===== src/rtl/led_pattern_engine.sv =====
// Multi-mode LED sequencer with an integrated tick divider.
// Patterns: walk, ping-pong, binary count, fill/drain; selectable rate and pause.
module led_pattern_engine #(
  parameter int N_LED    = 8,
  parameter int DIV_BASE = 1500000
) (
  input  logic             clk,
  input  logic             rst,
  input  logic [1:0]       mode,
  input  logic [1:0]       speed,
  input  logic             pause,
  output logic [N_LED-1:0] led,
  output logic             step_pulse
);

  localparam int BW = (DIV_BASE > 1) ? $clog2(DIV_BASE) : 1;
  localparam logic [BW-1:0]    BASE_MAX = BW'(DIV_BASE - 1);
  localparam logic [N_LED-1:0] LED_ONE  = N_LED'(1);
  localparam logic [N_LED-1:0] LED_ZERO = '0;
  localparam logic [N_LED-1:0] LED_ALL  = '1;

  typedef enum logic {FILL = 1'b0, DRAIN = 1'b1} fd_state_e;

  logic [BW-1:0]    base_q, base_d;
  logic [2:0]       sub_q, sub_d;
  logic [1:0]       mode_q, mode_d;
  logic             dir_up_q, dir_up_d;
  fd_state_e        fd_q, fd_d;
  logic [N_LED-1:0] led_q, led_d;
  logic             step_q, step_d;

  logic [2:0]       sub_thr;
  logic             base_tick;
  logic             step_due;
  logic [N_LED-1:0] pat_led;
  logic             pat_dir_up;
  fd_state_e        pat_fd;

  // Step period minus one, in base ticks, for the selected speed
  always_comb begin
    sub_thr = 3'd0;
    case (speed)
      2'd0:    sub_thr = 3'd7;
      2'd1:    sub_thr = 3'd3;
      2'd2:    sub_thr = 3'd1;
      2'd3:    sub_thr = 3'd0;
      default: sub_thr = 3'd0;
    endcase
  end

  // Next pattern value and pattern state for one step of the current mode
  always_comb begin
    pat_led    = led_q;
    pat_dir_up = dir_up_q;
    pat_fd     = fd_q;
    case (mode_q)
      2'd0: pat_led = {led_q[N_LED-2:0], led_q[N_LED-1]};
      2'd1: begin
        // Turn around at the ends so end positions are shown only once
        if (dir_up_q) begin
          if (led_q[N_LED-1]) begin
            pat_led    = led_q >> 1;
            pat_dir_up = 1'b0;
          end else begin
            pat_led = led_q << 1;
          end
        end else begin
          if (led_q[0]) begin
            pat_led    = led_q << 1;
            pat_dir_up = 1'b1;
          end else begin
            pat_led = led_q >> 1;
          end
        end
      end
      2'd2: pat_led = led_q + LED_ONE;
      2'd3: begin
        if (fd_q == FILL) begin
          pat_led = (led_q << 1) | LED_ONE;
          if (pat_led == LED_ALL) begin
            pat_fd = DRAIN;
          end else begin
            pat_fd = FILL;
          end
        end else begin
          pat_led = led_q >> 1;
          if (pat_led == LED_ZERO) begin
            pat_fd = FILL;
          end else begin
            pat_fd = DRAIN;
          end
        end
      end
      default: pat_led = led_q;
    endcase
  end

  // Divider, mode-change handling and step sequencing
  always_comb begin
    base_d    = base_q;
    sub_d     = sub_q;
    mode_d    = mode_q;
    dir_up_d  = dir_up_q;
    fd_d      = fd_q;
    led_d     = led_q;
    step_d    = 1'b0;
    base_tick = (base_q == BASE_MAX);
    step_due  = base_tick && (sub_q >= sub_thr);
    if (mode != mode_q) begin
      mode_d   = mode;
      base_d   = '0;
      sub_d    = 3'd0;
      dir_up_d = 1'b1;
      fd_d     = FILL;
      led_d    = mode[1] ? LED_ZERO : LED_ONE;
    end else if (pause) begin
      step_d = 1'b0;
    end else begin
      base_d = base_tick ? '0 : base_q + BW'(1);
      if (step_due) begin
        sub_d    = 3'd0;
        led_d    = pat_led;
        dir_up_d = pat_dir_up;
        fd_d     = pat_fd;
        step_d   = 1'b1;
      end else if (base_tick) begin
        sub_d = sub_q + 3'd1;
      end else begin
        sub_d = sub_q;
      end
    end
  end

  // State registers with synchronous reset
  always_ff @(posedge clk) begin
    if (rst) begin
      base_q   <= '0;
      sub_q    <= 3'd0;
      mode_q   <= 2'd0;
      dir_up_q <= 1'b1;
      fd_q     <= FILL;
      led_q    <= LED_ONE;
      step_q   <= 1'b0;
    end else begin
      base_q   <= base_d;
      sub_q    <= sub_d;
      mode_q   <= mode_d;
      dir_up_q <= dir_up_d;
      fd_q     <= fd_d;
      led_q    <= led_d;
      step_q   <= step_d;
    end
  end

  assign led        = led_q;
  assign step_pulse = step_q;

endmodule


===== config.mk =====
export PLATFORM = sky130hd
export DESIGN_NAME = led_pattern_engine
export DESIGN_NICKNAME = d
export VERILOG_FILES = /design/src/rtl/led_pattern_engine.sv
export SDC_FILE = /design/constraint.sdc
export NUM_CORES = 1
export LEC_CHECK = 0
export CAP_MARGIN = 20
export CORE_UTILIZATION = 58
export DETAILED_ROUTE_END_ITERATION = 8
export GPL_ROUTABILITY_DRIVEN = 1
export HOLD_SLACK_MARGIN = 0.03
export PLACE_DENSITY = 0.86
export SYNTH_ARGS = -nofsm -noshare
export SYNTH_HDL_FRONTEND = slang
export SYNTH_SLANG_ARGS = --single-unit

===== constraint.sdc =====
create_clock -name clk -period 2.5 [get_ports clk]
set_input_delay 0.5 -clock clk [delete_from_list [all_inputs] [get_ports clk]]
set_output_delay 0.5 -clock clk [all_outputs]
set_load 0.05 [all_outputs]

==> summary.txt, run 1 <==
Layout
  – Nets@finish: 306
  – Area Overhead vs Synth: 16.6%
  – Final Cell Area: roughly 2600 um^2
  – Final Instance Count excl. Fillers: 341
  – Util after Layout: 71.4%
  – Antenna cells: 0
  – Share of cells above drive strength 1: around an eighth

Setup path
  – R2R Path Start: base_q[0]
  – Worst EP arrival: 2.56 ns
  – CP cell instances: clkdlybuf4s50_1, or2_2, ha_1, a21o_1, a31oi_1, buf_4, nor3_2, buf_4, a31o_2, a21oi_1
  – Crit-path max FO: 9
  – Crit path largest cell delay: roughly 0.4 ns
  – Setup crit start: speed[1]
  – Startpoint types: primary input
  – Worst Setup End Kind: register
  – Worst Setup Path Type: in2reg
  – Slowest CP cell: clkdlybuf4s50_1
  – Crit path required time: 2.72 ns
  – Cell repeated most along the worst path: buf_4
  – Critical path buffers and inverters: 3
  – CP delay by family, top: buffers and inverters

Power and ir drop
  – Worst ir drop on vdd: between 300 and 400 uV
  – Leakage power: 0.996 nW
  – Power per Cell Area: ~460 nW/um^2
  – Total power: approximately 1.2 mW

Yosys
  – Area leader, netlist: dfxtp_1
  – Yosys reg bits: 37
  – Post-synth top area share: 32.8%
  – Post-synth top cells: dfxtp_1, nor2_1, nand2_1
  – Top post-synthesis cells by area: dfxtp_1, nor2_1, xnor2_1
  – Count leader, synth: dfxtp_1
  – Netlist cell types: 58
  – Main synth FF type: dfxtp_1
  – Synthesized net count: 286
  – Register area share after synthesis: around 33%
  – Synth warn: 0
  – Post-synth ARST share: 0%
  – Cells after Synth: 272
  – EDFF count, synth: 0
  – Avg Synthesized Cell Area: 8.30 um^2
  – Cell Area, Synth: between 2000 and 2500 um^2

STA
  – Final Hold Viols: 0
  – Setup TNS: 0 ns
  – Fin Clk Skew: 0.00819 ns
  – Least-Margin Pin Slew: 0.488 ns
  – Max Clock Freq: 428 MHz
  – Period utilization: 93.4%
  – Minimum clock period: 2.33 ns
  – Final Setup Violations: 0
  – Slew Limit Fails: 0
  – Unrepaired setup endpoints after global routing: no
  – Max_slew headroom: 67.4%

Detailed routing
  – Final ANT Viol Nets: 0
  – DRT Wirelength: ~5.0 mm
  – Initial DRT Pass Iterations: 4
  – Iteration-0 DRC Markers: 200
  – Routed len/inst: 14.5 um
  – DR vias: 2035
  – Drt drc: 0
  – DR vias/cell: 5.97

Clocking
  – Post_cts resized: 0
  – Post-CTS setup buffer count: 0
  – TritonCTS Buffers: 5
  – Root Driver: clkbuf_8
  – Longest Clk Path Bufs: 2
  – H-tree levels: 2
  – CTS clk-pin slew, worst paths: roughly 0.070 ns
  – Worst skew pair latency: 0.30 ns
  – CTS tree: yes
  – Hold Buf Count CTS: 0
  – Clk sinks: 37

Status
  – Status: completed

Hold path
  – Min-Delay Path Class: reg2reg
  – HP Start: sub_q[2]

Global route
  – Tot GR Track Use: a little over a quarter
  – Global-route wire length before repair: 8.52 mm
  – Global route total overflow: 0
  – Largest net degree at the start of global routing: 22
  – Initial antenna violation count: 0
  – Vias in the first global route: 1867

Placement
  – Post-Place Cells: 333
  – Placed Area: 2520 um^2
  – Placer congestion estimate: 0.906
  – HPWL after DPL: about 3.5 mm
  – IO buf count: 15

Floorplanning
  – Core area: 3690 um^2
  – Die Width: 64.4 um
  – Boundary Pins: 16
  – Num rows: 22
  – Die H: about 64 um
  – Starting Density: 61.2%
  – Die area: 4150 um^2

Job
  – Number of max-cap violations: 0
## worst paths after layout
kind                      to  slack (ns)  cells past startpoint
setup / recovery        fd_q        0.17                     10
hold / removal      sub_q[2]        0.53                      2
setup reg to reg  base_q[20]        0.63                      6
hold reg to reg     sub_q[2]        0.53                      2
## worst min-delay path, cell delays in order, from the launching register on
cell and delay (ns):
dfxtp_1 0.32, o211ai_1 0.09, o31ai_1 0.07
## cell usage in the layout (no fill, tap or decap), drive strengths merged, types with 6 or more instances in the layout
master and count:
dfxtp 37, nor2 36, nand2 18, buf 16, clkdlybuf4s50 15, xnor2 14
nand3 14, xor2 13, nor3 11, inv 9, nand4 8, ha 7
a31oi 6, o21ai 6
## area by class of cell
type,instances,area (um^2)
inverter,8,30.0
clock inverter,3,43.8
fill,300,1060
clock buffer,5,68.8
multi-input combinational,209,1410
sequential,37,741
timing repair buffer,31,283
tap,48,60.1
## metrics by stage
step           setup slack (ns)  hold slack (ns)
3_3_place_gp            -0.0999            0.525
3_5_place_dp             -0.157            0.524
6_report                  0.166            0.529
4_1_cts                   0.158            0.535
5_1_grt                  0.0296            0.560
2_1_floorplan             0.333            0.490
## kinds of logic after synthesis
kind of cell,count (synthesis),share of synthesized area [%]
AO/OA/AOI/OAI,43,13.8
adder cells (fa/ha/maj),7,3.88
AND/OR/NAND/NOR,128,32.4
buffers and inverters,26,4.93
multiplexers,4,1.77
flip-flops,37,32.8
XOR/XNOR,27,10.5
## metal layers
metal / vias up / wire [um] / track usage [%]
met5: - / 0 / 0
met2: 55 / 2320 / 42.9
met1: 959 / 2300 / 33.8
li1: 1011 / - / -
met4: 0 / 105 / 12.8
met3: 10 / 233 / 6.43
## where the power goes
part / switching [mW] / internal [mW] / total [mW] / leakage, nW
Combinational: 0.0536 / 0.0398 / 0.0934 / 0.639
Clock: 0.228 / 0.299 / 0.527 / 0.0585
Sequential: 0.00350 / 0.593 / 0.596 / 0.299
## state kept, by name, summed over array words and instances, names as in the netlist
signal      flops
base_q         21
dir_up_q        1
fd_q            1
led             8
mode_q          2
step_pulse      1
sub_q           3
Power figures use the tool's default switching activity.
==> run 2, diff against run 1 <==
Settings changed: CORE_UTILIZATION 58 to 40, PLACE_DENSITY 0.86 to 0.65, REMOVE_ABC_BUFFERS set to 1.
==> run 2 against run 1 <==
Against the previous run: global-route usage shrank 9.1 points; sequential power grew 0.7%; count of clock-buffer cells in the layout is the same; non-clock buffer count grew 1; hold slack gained 0.019 ns; total power grew 7.5%; largest cell class unchanged.
==> summary.txt, run 2 (synthesis results as in run 1) <==
Status
  – Status: completed

Floorplanning
  – Die area: 5950 um^2
  – Num rows: 26
  – Core area: 5270 um^2
  – Die Width: 77.1 um
  – Boundary Pins: 16
  – Starting Density: 42.9%
  – Die H: slightly below 80 um

Layout
  – Leading cell type in the layout, fill and taps excluded: dfxtp_1
  – Commonest cells after routing, fill and taps aside: dfxtp_1, nor2_1, nand2_1
  – Fillers: 499
  – Nets@finish: 307
  – Antenna cells: 0
  – Max FFs per register: 21
  – Area Overhead vs Synth: 19.3%
  – Share of cells above drive strength 1: 13.6%
  – Top reg by flops: base_q

Clocking
  – Root Driver: clkbuf_8
  – Clk sinks: 37
  – CTS tree: yes
  – Worst skew pair latency: 0.29 ns
  – Longest Clk Path Bufs: 2
  – CTS clk-pin slew, worst paths: 0.08 ns
  – H-tree levels: 2
  – TritonCTS Buffers: 5
  – Hold Buf Count CTS: 0

STA
  – Fin Hold WS: 0.548 ns
  – Fin Clk Skew: 0.00598 ns
  – Setup TNS: 0 ns
  – Post-route setup slack: 0.134 ns
  – Period utilization: 94.6%
  – Unrepaired setup endpoints after global routing: no
  – Final Setup Violations: 0
  – Minimum clock period: 2.37 ns
  – Slew Limit Fails: 0
  – Final Hold Viols: 0
  – Max_slew headroom: between 60% and 70%
  – Least-Margin Pin Slew: 0.583 ns
  – Max Clock Freq: 423 MHz

Placement
  – IO buf count: 15
  – HPWL after DPL: 3.54 mm
  – Placer congestion estimate: 0.814
  – Dpl ws: -0.272 ns

Global route
  – Global-route wire length before repair: between 8 and 9 mm
  – Tot GR Track Use: 17.8%
  – Global route total overflow: 0
  – Largest net degree at the start of global routing: 19
  – Initial antenna violation count: 0
  – Vias in the first global route: 1757

Detailed routing
  – Initial DRT Pass Iterations: 4
  – Final ANT Viol Nets: 0
  – Iteration-0 DRC Markers: 180
  – Routed len/inst: 13.6 um
  – Drt drc: 0
  – DR vias: approximately 2000
  – DR vias/cell: roughly 5.4
  – DRT Wirelength: 4.96 mm

Power and ir drop
  – Worst ir drop on vdd: 308 uV
  – Leakage power: approximately 1 nW
  – Power per Cell Area: just under 500 nW/um^2

Setup path
  – Crit path required time: around 2.7 ns
  – Worst EP arrival: 2.54 ns
  – Startpoint types: primary input
  – Worst Setup End Kind: register
  – Worst Setup Path Type: in2reg
  – Crit-path max FO: 8

Job
  – Number of max-cap violations: 0

Hold path
  – Min-Delay Path Class: reg2reg
-- run 2: cell types whose count changed in the layout (fill, tap and decap cells not counted) --
cell / before / now
or3_1: 2 / 1
bufinv_16: 1 / 2
buf_4: 15 / 16
or3_4: 0 / 1
inv_6: 1 / 0
-- run 2: area by class of cell --
cell class	count	area, um^2	area share (%)
multi-input combinational	209	1410	52.4
sequential	37	741	27.5
timing repair buffer	32	290	10.8
tap	70	87.6	3.25
clock buffer	5	68.8	2.55
clock inverter	3	65.1	2.42
inverter	8	30.0	1.11
-- run 2: worst paths after layout --
| path | from | to | slack [ns] | cells after the start |
|---|---|---|---|---|
| hold / removal | base_q[18] | base_q[18] | 0.55 | 2 |
| setup reg to reg | mode_q[1] | sub_q[2] | 0.58 | 4 |
| setup / recovery | speed[1] | led[6] | 0.13 | 9 |
| hold reg to reg | base_q[18] | base_q[18] | 0.55 | 2 |
-- run 2: report_power, final --
group	switching, mW	leakage, nW	internal, mW
sequential	0.00712	0.299	0.593
clock	0.224	0.0681	0.396
combinational	0.0495	0.639	0.0384
total	0.280	1.01	1.03
-- run 2: metal layers --
metal | part of all wire (%) | up-vias | track usage (%)
met4 | 1.5 | 0 | 6.23
li1 | - | 1019 | -
met5 | 0 | - | 0
met3 | 4.1 | 9 | 3.57
met2 | 45 | 49 | 27.3
met1 | 50 | 893 | 24.4
-- run 2: what timing repair did --
item                                    CTS  global route
resized for setup                         0             1
endpoints found under the setup margin    0             2
setup buffers                             0             0
-- run 2: critical path: stages --
cell	delay, ns
clkdlybuf4s50_1	0.42
or2_2	0.30
ha_1	0.29
a21o_1	0.11
a31oi_1	0.04
buf_4	0.16
or3_4	0.43
o211ai_1	0.19
o31ai_1	0.09
-- run 2: per-stage QoR --
| stage | cell area [um^2] | power [mW] | instances | utilization (%) |
|---|---|---|---|---|
| floorplan | 2180 | 0.658 | 254 | - |
| global placement | 2550 | 0.699 | 356 | 48.5 |
| detailed placement | 2550 | 0.701 | 356 | 48.5 |
| CTS | 2690 | 1.32 | 364 | 51.0 |
| global route | 2690 | 1.36 | 364 | 51.1 |
| finish | 2690 | 1.31 | 364 | 51.1 |
==> run 3, diff against run 2 <==
Settings changed: CTS_CLUSTER_SIZE set to 20.
==> results of run 3 <==
Same layout as run 2: the final DEF is identical, and so are final timing and power.
